===== config.mk =====
export PLATFORM = sky130hd
export DESIGN_NAME = game_result_banner
export DESIGN_NICKNAME = d
export VERILOG_FILES = /design/src/rtl/game_result_banner.sv
export SDC_FILE = /design/constraint.sdc
export NUM_CORES = 1
export LEC_CHECK = 0
export CORE_UTILIZATION = 50
export CTS_CLUSTER_SIZE = 14
export DETAILED_ROUTE_END_ITERATION = 8
export PLACE_DENSITY = 0.88
export SLEW_MARGIN = 40
export SYNTH_ARGS = -nofsm -noshare
export SYNTH_HDL_FRONTEND = slang
export SYNTH_SLANG_ARGS = --single-unit

===== constraint.sdc =====
create_clock -name clk_in -period 3 [get_ports clk_in]
set_input_delay 0.3 -clock clk_in [delete_from_list [all_inputs] [get_ports clk_in]]
set_output_delay 0.3 -clock clk_in [all_outputs]
set_load 0.05 [all_outputs]

===== src/rtl/game_result_banner.sv =====
// rtl/game_result_banner.sv - end-of-round W/L banner with timed show sequence and blink
// Optional screen border enabled by defining GAME_RESULT_BANNER_BORDER_EN.
module game_result_banner #(
  parameter int          SCREEN_WIDTH   = 1280,
  parameter int          SCREEN_HEIGHT  = 720,
  parameter logic [23:0] WIN_COLOR      = 24'h008000,
  parameter logic [23:0] LOSE_COLOR     = 24'h800000,
  parameter logic [23:0] FG_COLOR       = 24'hFFFFFF,
  parameter int          BLINK_FRAMES   = 30,
  parameter int          DISPLAY_FRAMES = 180,
  parameter int          BORDER_W       = 8
) (
  input  logic        clk_in,
  input  logic        rst_n_in,
  input  logic [10:0] hcount_in,
  input  logic [9:0]  vcount_in,
  input  logic        new_frame_in,
  input  logic        start_in,
  input  logic        mode_in,
  output logic [23:0] pixel_out,
  output logic        showing_out,
  output logic        done_out
);

  typedef enum logic [1:0] {S_IDLE, S_ARMED, S_SHOW, S_DONE} state_t;

  localparam int SCW = (DISPLAY_FRAMES > 1) ? $clog2(DISPLAY_FRAMES) : 1;
  localparam int BCW = (BLINK_FRAMES > 1) ? $clog2(BLINK_FRAMES) : 1;
  localparam logic [SCW-1:0] SHOW_LAST  = SCW'(DISPLAY_FRAMES - 1);
  localparam logic [BCW-1:0] BLINK_LAST = BCW'((BLINK_FRAMES > 0) ? BLINK_FRAMES - 1 : 0);
  localparam bit BLINK_EN = (BLINK_FRAMES > 0);

  localparam logic [10:0] H_END  = 11'(SCREEN_WIDTH);
  localparam logic [9:0]  V_END  = 10'(SCREEN_HEIGHT);
  localparam logic [10:0] COL_L0 = 11'(SCREEN_WIDTH * 20 / 100);
  localparam logic [10:0] COL_L1 = 11'(SCREEN_WIDTH * 32 / 100);
  localparam logic [10:0] COL_M0 = 11'(SCREEN_WIDTH * 44 / 100);
  localparam logic [10:0] COL_M1 = 11'(SCREEN_WIDTH * 56 / 100);
  localparam logic [10:0] COL_R0 = 11'(SCREEN_WIDTH * 68 / 100);
  localparam logic [10:0] COL_R1 = 11'(SCREEN_WIDTH * 80 / 100);
  localparam logic [9:0]  ROW_T  = 10'(SCREEN_HEIGHT * 20 / 100);
  localparam logic [9:0]  ROW_BB = 10'(SCREEN_HEIGHT * 68 / 100);
  localparam logic [9:0]  ROW_B  = 10'(SCREEN_HEIGHT * 80 / 100);

  state_t           state_q;
  logic [SCW-1:0]   show_cnt_q;
  logic [BCW-1:0]   blink_cnt_q;
  logic             phase_vis_q;
  logic             mode_q;
  logic             showing_q;
  logic             done_q;

  // Control FSM: sequence state, frame counters, blink phase and status outputs.
  always_ff @(posedge clk_in or negedge rst_n_in) begin
    if (!rst_n_in) begin
      state_q     <= S_IDLE;
      show_cnt_q  <= '0;
      blink_cnt_q <= '0;
      phase_vis_q <= 1'b1;
      mode_q      <= 1'b0;
      showing_q   <= 1'b0;
      done_q      <= 1'b0;
    end else begin
      unique case (state_q)
        S_IDLE: begin
          if (start_in) state_q <= S_ARMED;
        end
        S_ARMED: begin
          if (new_frame_in) begin
            state_q     <= S_SHOW;
            mode_q      <= mode_in;
            show_cnt_q  <= '0;
            blink_cnt_q <= '0;
            phase_vis_q <= 1'b1;
            showing_q   <= 1'b1;
          end
        end
        S_SHOW: begin
          if (new_frame_in) begin
            show_cnt_q <= show_cnt_q + 1'b1;
            if (BLINK_EN) begin
              if (blink_cnt_q == BLINK_LAST) begin
                blink_cnt_q <= '0;
                phase_vis_q <= ~phase_vis_q;
              end else begin
                blink_cnt_q <= blink_cnt_q + 1'b1;
              end
            end
            // Last frame of the show: enter DONE with the glyph forced visible.
            if (show_cnt_q == SHOW_LAST) begin
              state_q     <= S_DONE;
              done_q      <= 1'b1;
              phase_vis_q <= 1'b1;
            end
          end
        end
        S_DONE: begin
          if (start_in) begin
            state_q   <= S_ARMED;
            showing_q <= 1'b0;
            done_q    <= 1'b0;
          end
        end
        default: state_q <= S_IDLE;
      endcase
    end
  end

  logic in_screen_d, glyph_hit_d, active_d, visible_d;
  logic in_rows, bar_l, bar_m, bar_r, bar_bot;

  always_comb begin
    in_screen_d = (hcount_in < H_END) && (vcount_in < V_END);
    in_rows     = (vcount_in >= ROW_T) && (vcount_in < ROW_B);
    bar_l       = in_rows && (hcount_in >= COL_L0) && (hcount_in < COL_L1);
    bar_m       = in_rows && (hcount_in >= COL_M0) && (hcount_in < COL_M1);
    bar_r       = in_rows && (hcount_in >= COL_R0) && (hcount_in < COL_R1);
    bar_bot     = (vcount_in >= ROW_BB) && (vcount_in < ROW_B) &&
                  (hcount_in >= COL_L0) && (hcount_in < COL_R1);
    glyph_hit_d = mode_q ? (bar_l | bar_m | bar_r | bar_bot) : (bar_l | bar_bot);
    active_d    = (state_q == S_SHOW) || (state_q == S_DONE);
    visible_d   = phase_vis_q || (state_q == S_DONE);
  end

`ifdef GAME_RESULT_BANNER_BORDER_EN
  localparam logic [10:0] BH_LO = 11'(BORDER_W);
  localparam logic [10:0] BH_HI = 11'(SCREEN_WIDTH - BORDER_W);
  localparam logic [9:0]  BV_LO = 10'(BORDER_W);
  localparam logic [9:0]  BV_HI = 10'(SCREEN_HEIGHT - BORDER_W);

  logic border_hit_d, border_hit_q;

  always_comb begin
    border_hit_d = (hcount_in < BH_LO) || (hcount_in >= BH_HI) ||
                   (vcount_in < BV_LO) || (vcount_in >= BV_HI);
  end

  always_ff @(posedge clk_in or negedge rst_n_in) begin
    if (!rst_n_in) border_hit_q <= 1'b0;
    else           border_hit_q <= border_hit_d;
  end
`endif

  logic in_screen_q, glyph_hit_q, active_q, visible_q, mode_s1_q;

  always_ff @(posedge clk_in or negedge rst_n_in) begin
    if (!rst_n_in) begin
      in_screen_q <= 1'b0;
      glyph_hit_q <= 1'b0;
      active_q    <= 1'b0;
      visible_q   <= 1'b1;
      mode_s1_q   <= 1'b0;
    end else begin
      in_screen_q <= in_screen_d;
      glyph_hit_q <= glyph_hit_d;
      active_q    <= active_d;
      visible_q   <= visible_d;
      mode_s1_q   <= mode_q;
    end
  end

  logic [23:0] pixel_d, pixel_q;

  always_comb begin
    pixel_d = '0;
    if (!in_screen_q || !active_q) begin
      pixel_d = '0;
`ifdef GAME_RESULT_BANNER_BORDER_EN
    end else if (border_hit_q) begin
      pixel_d = FG_COLOR;
`endif
    end else if (glyph_hit_q && visible_q) begin
      pixel_d = FG_COLOR;
    end else begin
      pixel_d = mode_s1_q ? WIN_COLOR : LOSE_COLOR;
    end
  end

  always_ff @(posedge clk_in or negedge rst_n_in) begin
    if (!rst_n_in) pixel_q <= '0;
    else           pixel_q <= pixel_d;
  end

  assign pixel_out   = pixel_q;
  assign showing_out = showing_q;
  assign done_out    = done_q;

endmodule


[Word level (Yosys, flattened, before mapping)]
Cells that the tools add are included.
Storage, ports and cells
  flip-flop bits (word level): 48
  bits in latches: 0
  RAM bits: 0
  memory bits (read-only): 0
  input bits: 26
  output and inout bits: 26
  logic and storage cells: 96
  memories: 0
Operators by class
  add/subtract/negate cells: 2
  multipliers: 0
  divide/modulo/power cells: 0
  $lt $le $gt $ge: 11
  equal/unequal tests: 11
  shifts and indexed selects: 0
  mux-type cells: 26
  bitwise logic cells: 5
  reduce and logical (&&, ||, !) cells: 28
Operators with widths (count)
  $mux W24: 3
  $ge A11 B10 Y1 const B: 2
  $lt A11 B11 Y1 const B: 2
  $lt A10 B10 Y1 const B: 2
  $mux W8: 2
  $pmux W8 S2: 1
  $mux W5: 3
  $logic_and A1 B1 Y1: 12
  $reduce_and A4 Y1: 3
  $ge A11 B9 Y1 const B: 1
  $lt A11 B10 Y1 const B: 1
  $lt A11 B9 Y1 const B: 1
  $ge A10 B8 Y1 const B: 1
  $ge A10 B9 Y1 const B: 1
  $pmux W5 S2: 1
  $add A8 B1 Y8 const B: 1
  $eq A8 B8 Y1 const B: 1
  $mux W1: 8
  $mux W2: 4
  $ne A2 B2 Y1 const B: 4
  $pmux W1 S2: 3
  $pmux W2 S3: 1
  $reduce_and A3 Y1: 2
  $reduce_bool A2 Y1: 3
  other kinds (13): 20

[Logic depth before layout (Yosys ltp)]
  depth in word-level cells: 8
  gate-level depth with buffers: 7
  depth with buffers taken out: 6

[Least setup slack after synthesis]
Ideal clock, no wire load.
  path kind: register to output
  from: reg, netlist name pixel_out[22]
  to: out pixel_out[10]
  data arrival time: 1.234 ns
  required time: 2.700 ns
  path slack: 1.466 ns
  cell stages (with the launch flop): 2
  path buffers: 1
  cell sequence: dfrtp_1 > buf_4
RTL lines
  end, declared: RTL line 20  | output logic [23:0] pixel_out,

==> results by group <==
Global route
  • Overflow after GRT: 0
  • Antenna violations before repair: 0
  • Global Route Usage Sum: 19.6%
  • Global-route wire length before repair: 5200 um
  • Maximum number of pins on one net before global-route repair: 28
  • Via count of the first global-routing pass: 1242

Route
  • Met3 wire length: 134 um
  • Avg WL per Cell: around 13 um
  • Highest routed metal layer: met4
  • DRT met1 WL: 1500 um
  • Met2 WL post-DR: 1700 um
  • Iter 0 DRT Violations: 28
  • Post-detailed-route via-to-cell ratio: 5.50
  • Vias after detailed routing: around 1400
  • Final routed DRC violation total: 0
  • Final wirelength: 3380 um
  • Remaining antenna violation count after routing: 0
  • Length of the first detailed-routing pass in iterations: 4

Die
  • Height of the chip: 59.2 um
  • Starting utilization of the core area: 53.2%
  • Io pins: 52
  • Site row count: 20
  • Overall die area: 0.00351 sq mm
  • Placeable core region: 0.00308 sq mm
  • Die span in x: just under 60 um

Worst setup path
  • Buffering stage count on the worst path with inverters included: 1
  • Crit-path cells: clkdlybuf4s50_1
  • Worst Setup Path Type: register to output pin
  • Slowest library cell on the worst path: sky130_fd_sc_hd__clkdlybuf4s50_1
  • Largest incremental delay on the critical path: ~910 ps
  • Critical path fanouts, max: 22
  • WP data arrival: a little under 2000 ps
  • Sort of element at the start of the critical path: register
  • Critical path required time: 2700 ps
  • Category of the worst setup path capture point: output pin
  • CP top delay family: buffers and inverters

Yosys
  • Primary flip-flop cell chosen by synthesis mapping: sky130_fd_sc_hd__dfrtp_1
  • Leading cell type by number of instances after synthesis: sky130_fd_sc_hd__dfrtp_1
  • Post-synthesis instance area: ~0.0016 sq mm
  • Top cell type's share of synthesized area: a little under two fifths
  • Register bit total from synthesis: 27
  • Fraction of synthesis flops using an asynchronous set or reset pin: 100%
  • Gate count of the mapped netlist: between 150 and 200
  • Leading cell types by count after synthesis: sky130_fd_sc_hd__dfrtp_1, sky130_fd_sc_hd__buf_4, sky130_fd_sc_hd__nand2_1, sky130_fd_sc_hd__nor2_1, sky130_fd_sc_hd__a21oi_1
  • Basic-gate share of the synthesized area counting and, or, nand and nor cells: 17.7%
  • Count of flip-flops with a built-in enable after synthesis: 0
  • Synthesized-area fraction occupied by adder cells: under 10%
  • Sequential share of the synthesized area: 41.4%
  • Number of nets in the synthesized netlist: approximately 210
  • Number of unique standard cell types used by synthesis: 45
  • Dominant combinational cell family by area after synthesis: compound AO/OA/AOI/OAI gates
  • Count of yosys warnings during synthesis: 0
  • Synthesized area per cell: 9.41 sq um
  • Multiplexer fraction of the synthesized cell area: between 2 and 3%
  • Share of the synthesized area in compound gates (AO/OA/AOI/OAI): 18.2%
  • Main area contributors after synthesis: sky130_fd_sc_hd__dfrtp_1, sky130_fd_sc_hd__buf_4, sky130_fd_sc_hd__ha_1
  • Post-synthesis cell type with the largest combined area: sky130_fd_sc_hd__dfrtp_1
  • Fraction of synthesized cell area in xor and xnor cells: 2.68%

STA
  • Pin slew with the least headroom to its limit: 530 ps
  • Maximum frequency from static timing analysis: 0.447 GHz
  • Final period util: around three quarters
  • Max Transition Viols Final: 0
  • Final setup violation count: 0
  • Number of hold-slack violations in the final timing report: 0
  • Final Hold Slack: 341 ps
  • Final period demand of the worst path: 2240 ps
  • Remaining max-slew budget at the tightest pin: 64.6%
  • Setup TNS Final: 0 ps
  • Clock Skew: 1.72 ps
  • Unrepaired setup endpoints after global routing: false

Pwr
  • Worst vdd rail ir drop: 0.536 mV
  • Standby leakage power: 0.860 nW
  • Power density normalized to cell area: 633 mW/mm^2

Clock network
  • Bufs on Longest Clock Path: 2
  • Source-to-sink clock delay at the later pin of the worst-skew pair: 320 ps
  • Post-cts sizing count: 0
  • Cts bufs inserted: 3
  • CTS tree: built
  • Maximum level of the CTS H-tree: 1
  • Clock root cell: sky130_fd_sc_hd__clkbuf_4
  • Clock Sink Count: 27
  • CTS Hold Bufs: 0
  • Clock transition time at the flip-flop clock pins of the worst setup and hold paths: 150 ps
  • Postcts setup bufs: 0

Final layout
  • Multi-input combinational cell area: 762 sq um
  • Growth of design area from synthesis to finish: 26.3%
  • Number of inserted diodes: 0
  • Total of fill cells in the finished design: 247
  • Fraction of final layout cells with drive strength greater than 1: 8.21%
  • Net count, final: 241
  • Combined flip-flop and latch cell area: 678 sq um

Status
  • Outcome: complete, no violations

Hold path
  • Min-Delay Path Class: input pin to asynchronous set/reset pin

Place
  • Count of buffers from port buffering: 51
  • Weighted congestion reported at the end of routability-driven placement: 0.724
  • Post-DP HPWL: 2650 um

Job
  • Count of maximum capacitance violations: 0
-- flip-flops by register name, indices dropped and copies added (netlist names) --
register and cells:
done_out 1, mode_q 1, showing_out 1, glyph_hit_q 1, pixel_out 3, state_q 2
mode_s1_q 1, blink_cnt_q 5, visible_q 1, phase_vis_q 1, show_cnt_q 8, active_q 1
in_screen_q 1
-- cell usage in the layout, fill, tap and decap left out, drive strengths merged, types with 2 or more instances in the layout --
| cell type | Yosys | routed |
|---|---|---|
| clkdlybuf4s50 | 0 | 51 |
| dfrtp | 25 | 25 |
| nand2 | 20 | 20 |
| o21ai | 14 | 14 |
| nor2 | 12 | 12 |
| a21oi | 10 | 10 |
| inv | 7 | 7 |
| ha | 7 | 7 |
| nand3 | 5 | 5 |
| nand4 | 4 | 4 |
| nor3 | 4 | 4 |
| or3 | 3 | 3 |
| o31ai | 3 | 3 |
| xnor2 | 3 | 3 |
| clkbuf | 0 | 3 |
| o211a | 2 | 2 |
| a32o | 2 | 2 |
| mux2i | 2 | 2 |
| mux2 | 2 | 2 |
| o22ai | 2 | 2 |
| xor2 | 2 | 2 |
| dfstp | 2 | 2 |
| a211o | 2 | 2 |
-- power by group --
| group | total, mW | switching [mW] | internal [mW] | leakage [nW] |
|---|---|---|---|---|
| clock | 0.158 | 0.108 | 0.0500 | 0.0177 |
| combinational | 0.571 | 0.344 | 0.227 | 0.497 |
| sequential | 0.580 | 0.0994 | 0.480 | 0.345 |
| total | 1.31 | 0.552 | 0.757 | 0.860 |
-- per-layer routing --
layer | global-route usage [%] | vias to the layer above
met2 | 35.5 | 47
met3 | 1.31 | 4
met1 | 24.1 | 661
met4 | 8.16 | 0
met5 | 0 | -
li1 | - | 669
-- per-stage QoR --
step	utilization (%)	cell area (sq um)	std cells	setup WS, ps	power, mW
floorplan	-	1640	174	1470	0.983
global placement	66.3	2040	247	1170	1.12
detailed placement	66.3	2040	247	1110	1.16
CTS	67.2	2070	251	724	1.31
global route	67.2	2070	251	637	1.40
finish	67.2	2070	251	761	1.31
-- layout make-up --
| type | instances | share of cell area (%) |
|---|---|---|
| clock buffer | 3 | 1.09 |
| clock inverter | 1 | 0.242 |
| inverter | 7 | 1.27 |
| multi-input combinational | 117 | 36.9 |
| sequential | 27 | 32.8 |
| tap | 44 | 2.66 |
| timing repair buffer | 52 | 25.1 |
-- path summary, 6_finish.rpt --
kind | from | end | slack (ps) | cells after the start
worst max-delay path | pixel_out[22]$_DFF_PN0_ | pixel_out[10] | 760 | 1
worst min-delay path | rst_n_in | showing_out$_DFFE_PN0P_ | 340 | 2
worst max register to register | state_q[0]$_DFFE_PN0P_ | blink_cnt_q[4]$_DFFE_PN0P_ | 1200 | 6
worst min register to register | mode_q$_DFFE_PN0P_ | mode_s1_q$_DFF_PN0_ | 430 | 0
max in group asynchronous | rst_n_in | visible_q$_DFF_PN1_ | 2360 | 2
min in group clk_in | mode_q$_DFFE_PN0P_ | mode_s1_q$_DFF_PN0_ | 430 | 0
-- kinds of logic (layout without fill, tap and decap cells) --
family / after synthesis / in the layout
flip-flops: 27 / 27
adder cells (fa/ha/maj): 7 / 7
buffers and inverters: 30 / 63
AO/OA/AOI/OAI: 44 / 44
multiplexers: 4 / 4
AND/OR/NAND/NOR: 57 / 57
XOR/XNOR: 5 / 5
(Power assumes the default switching activity.)
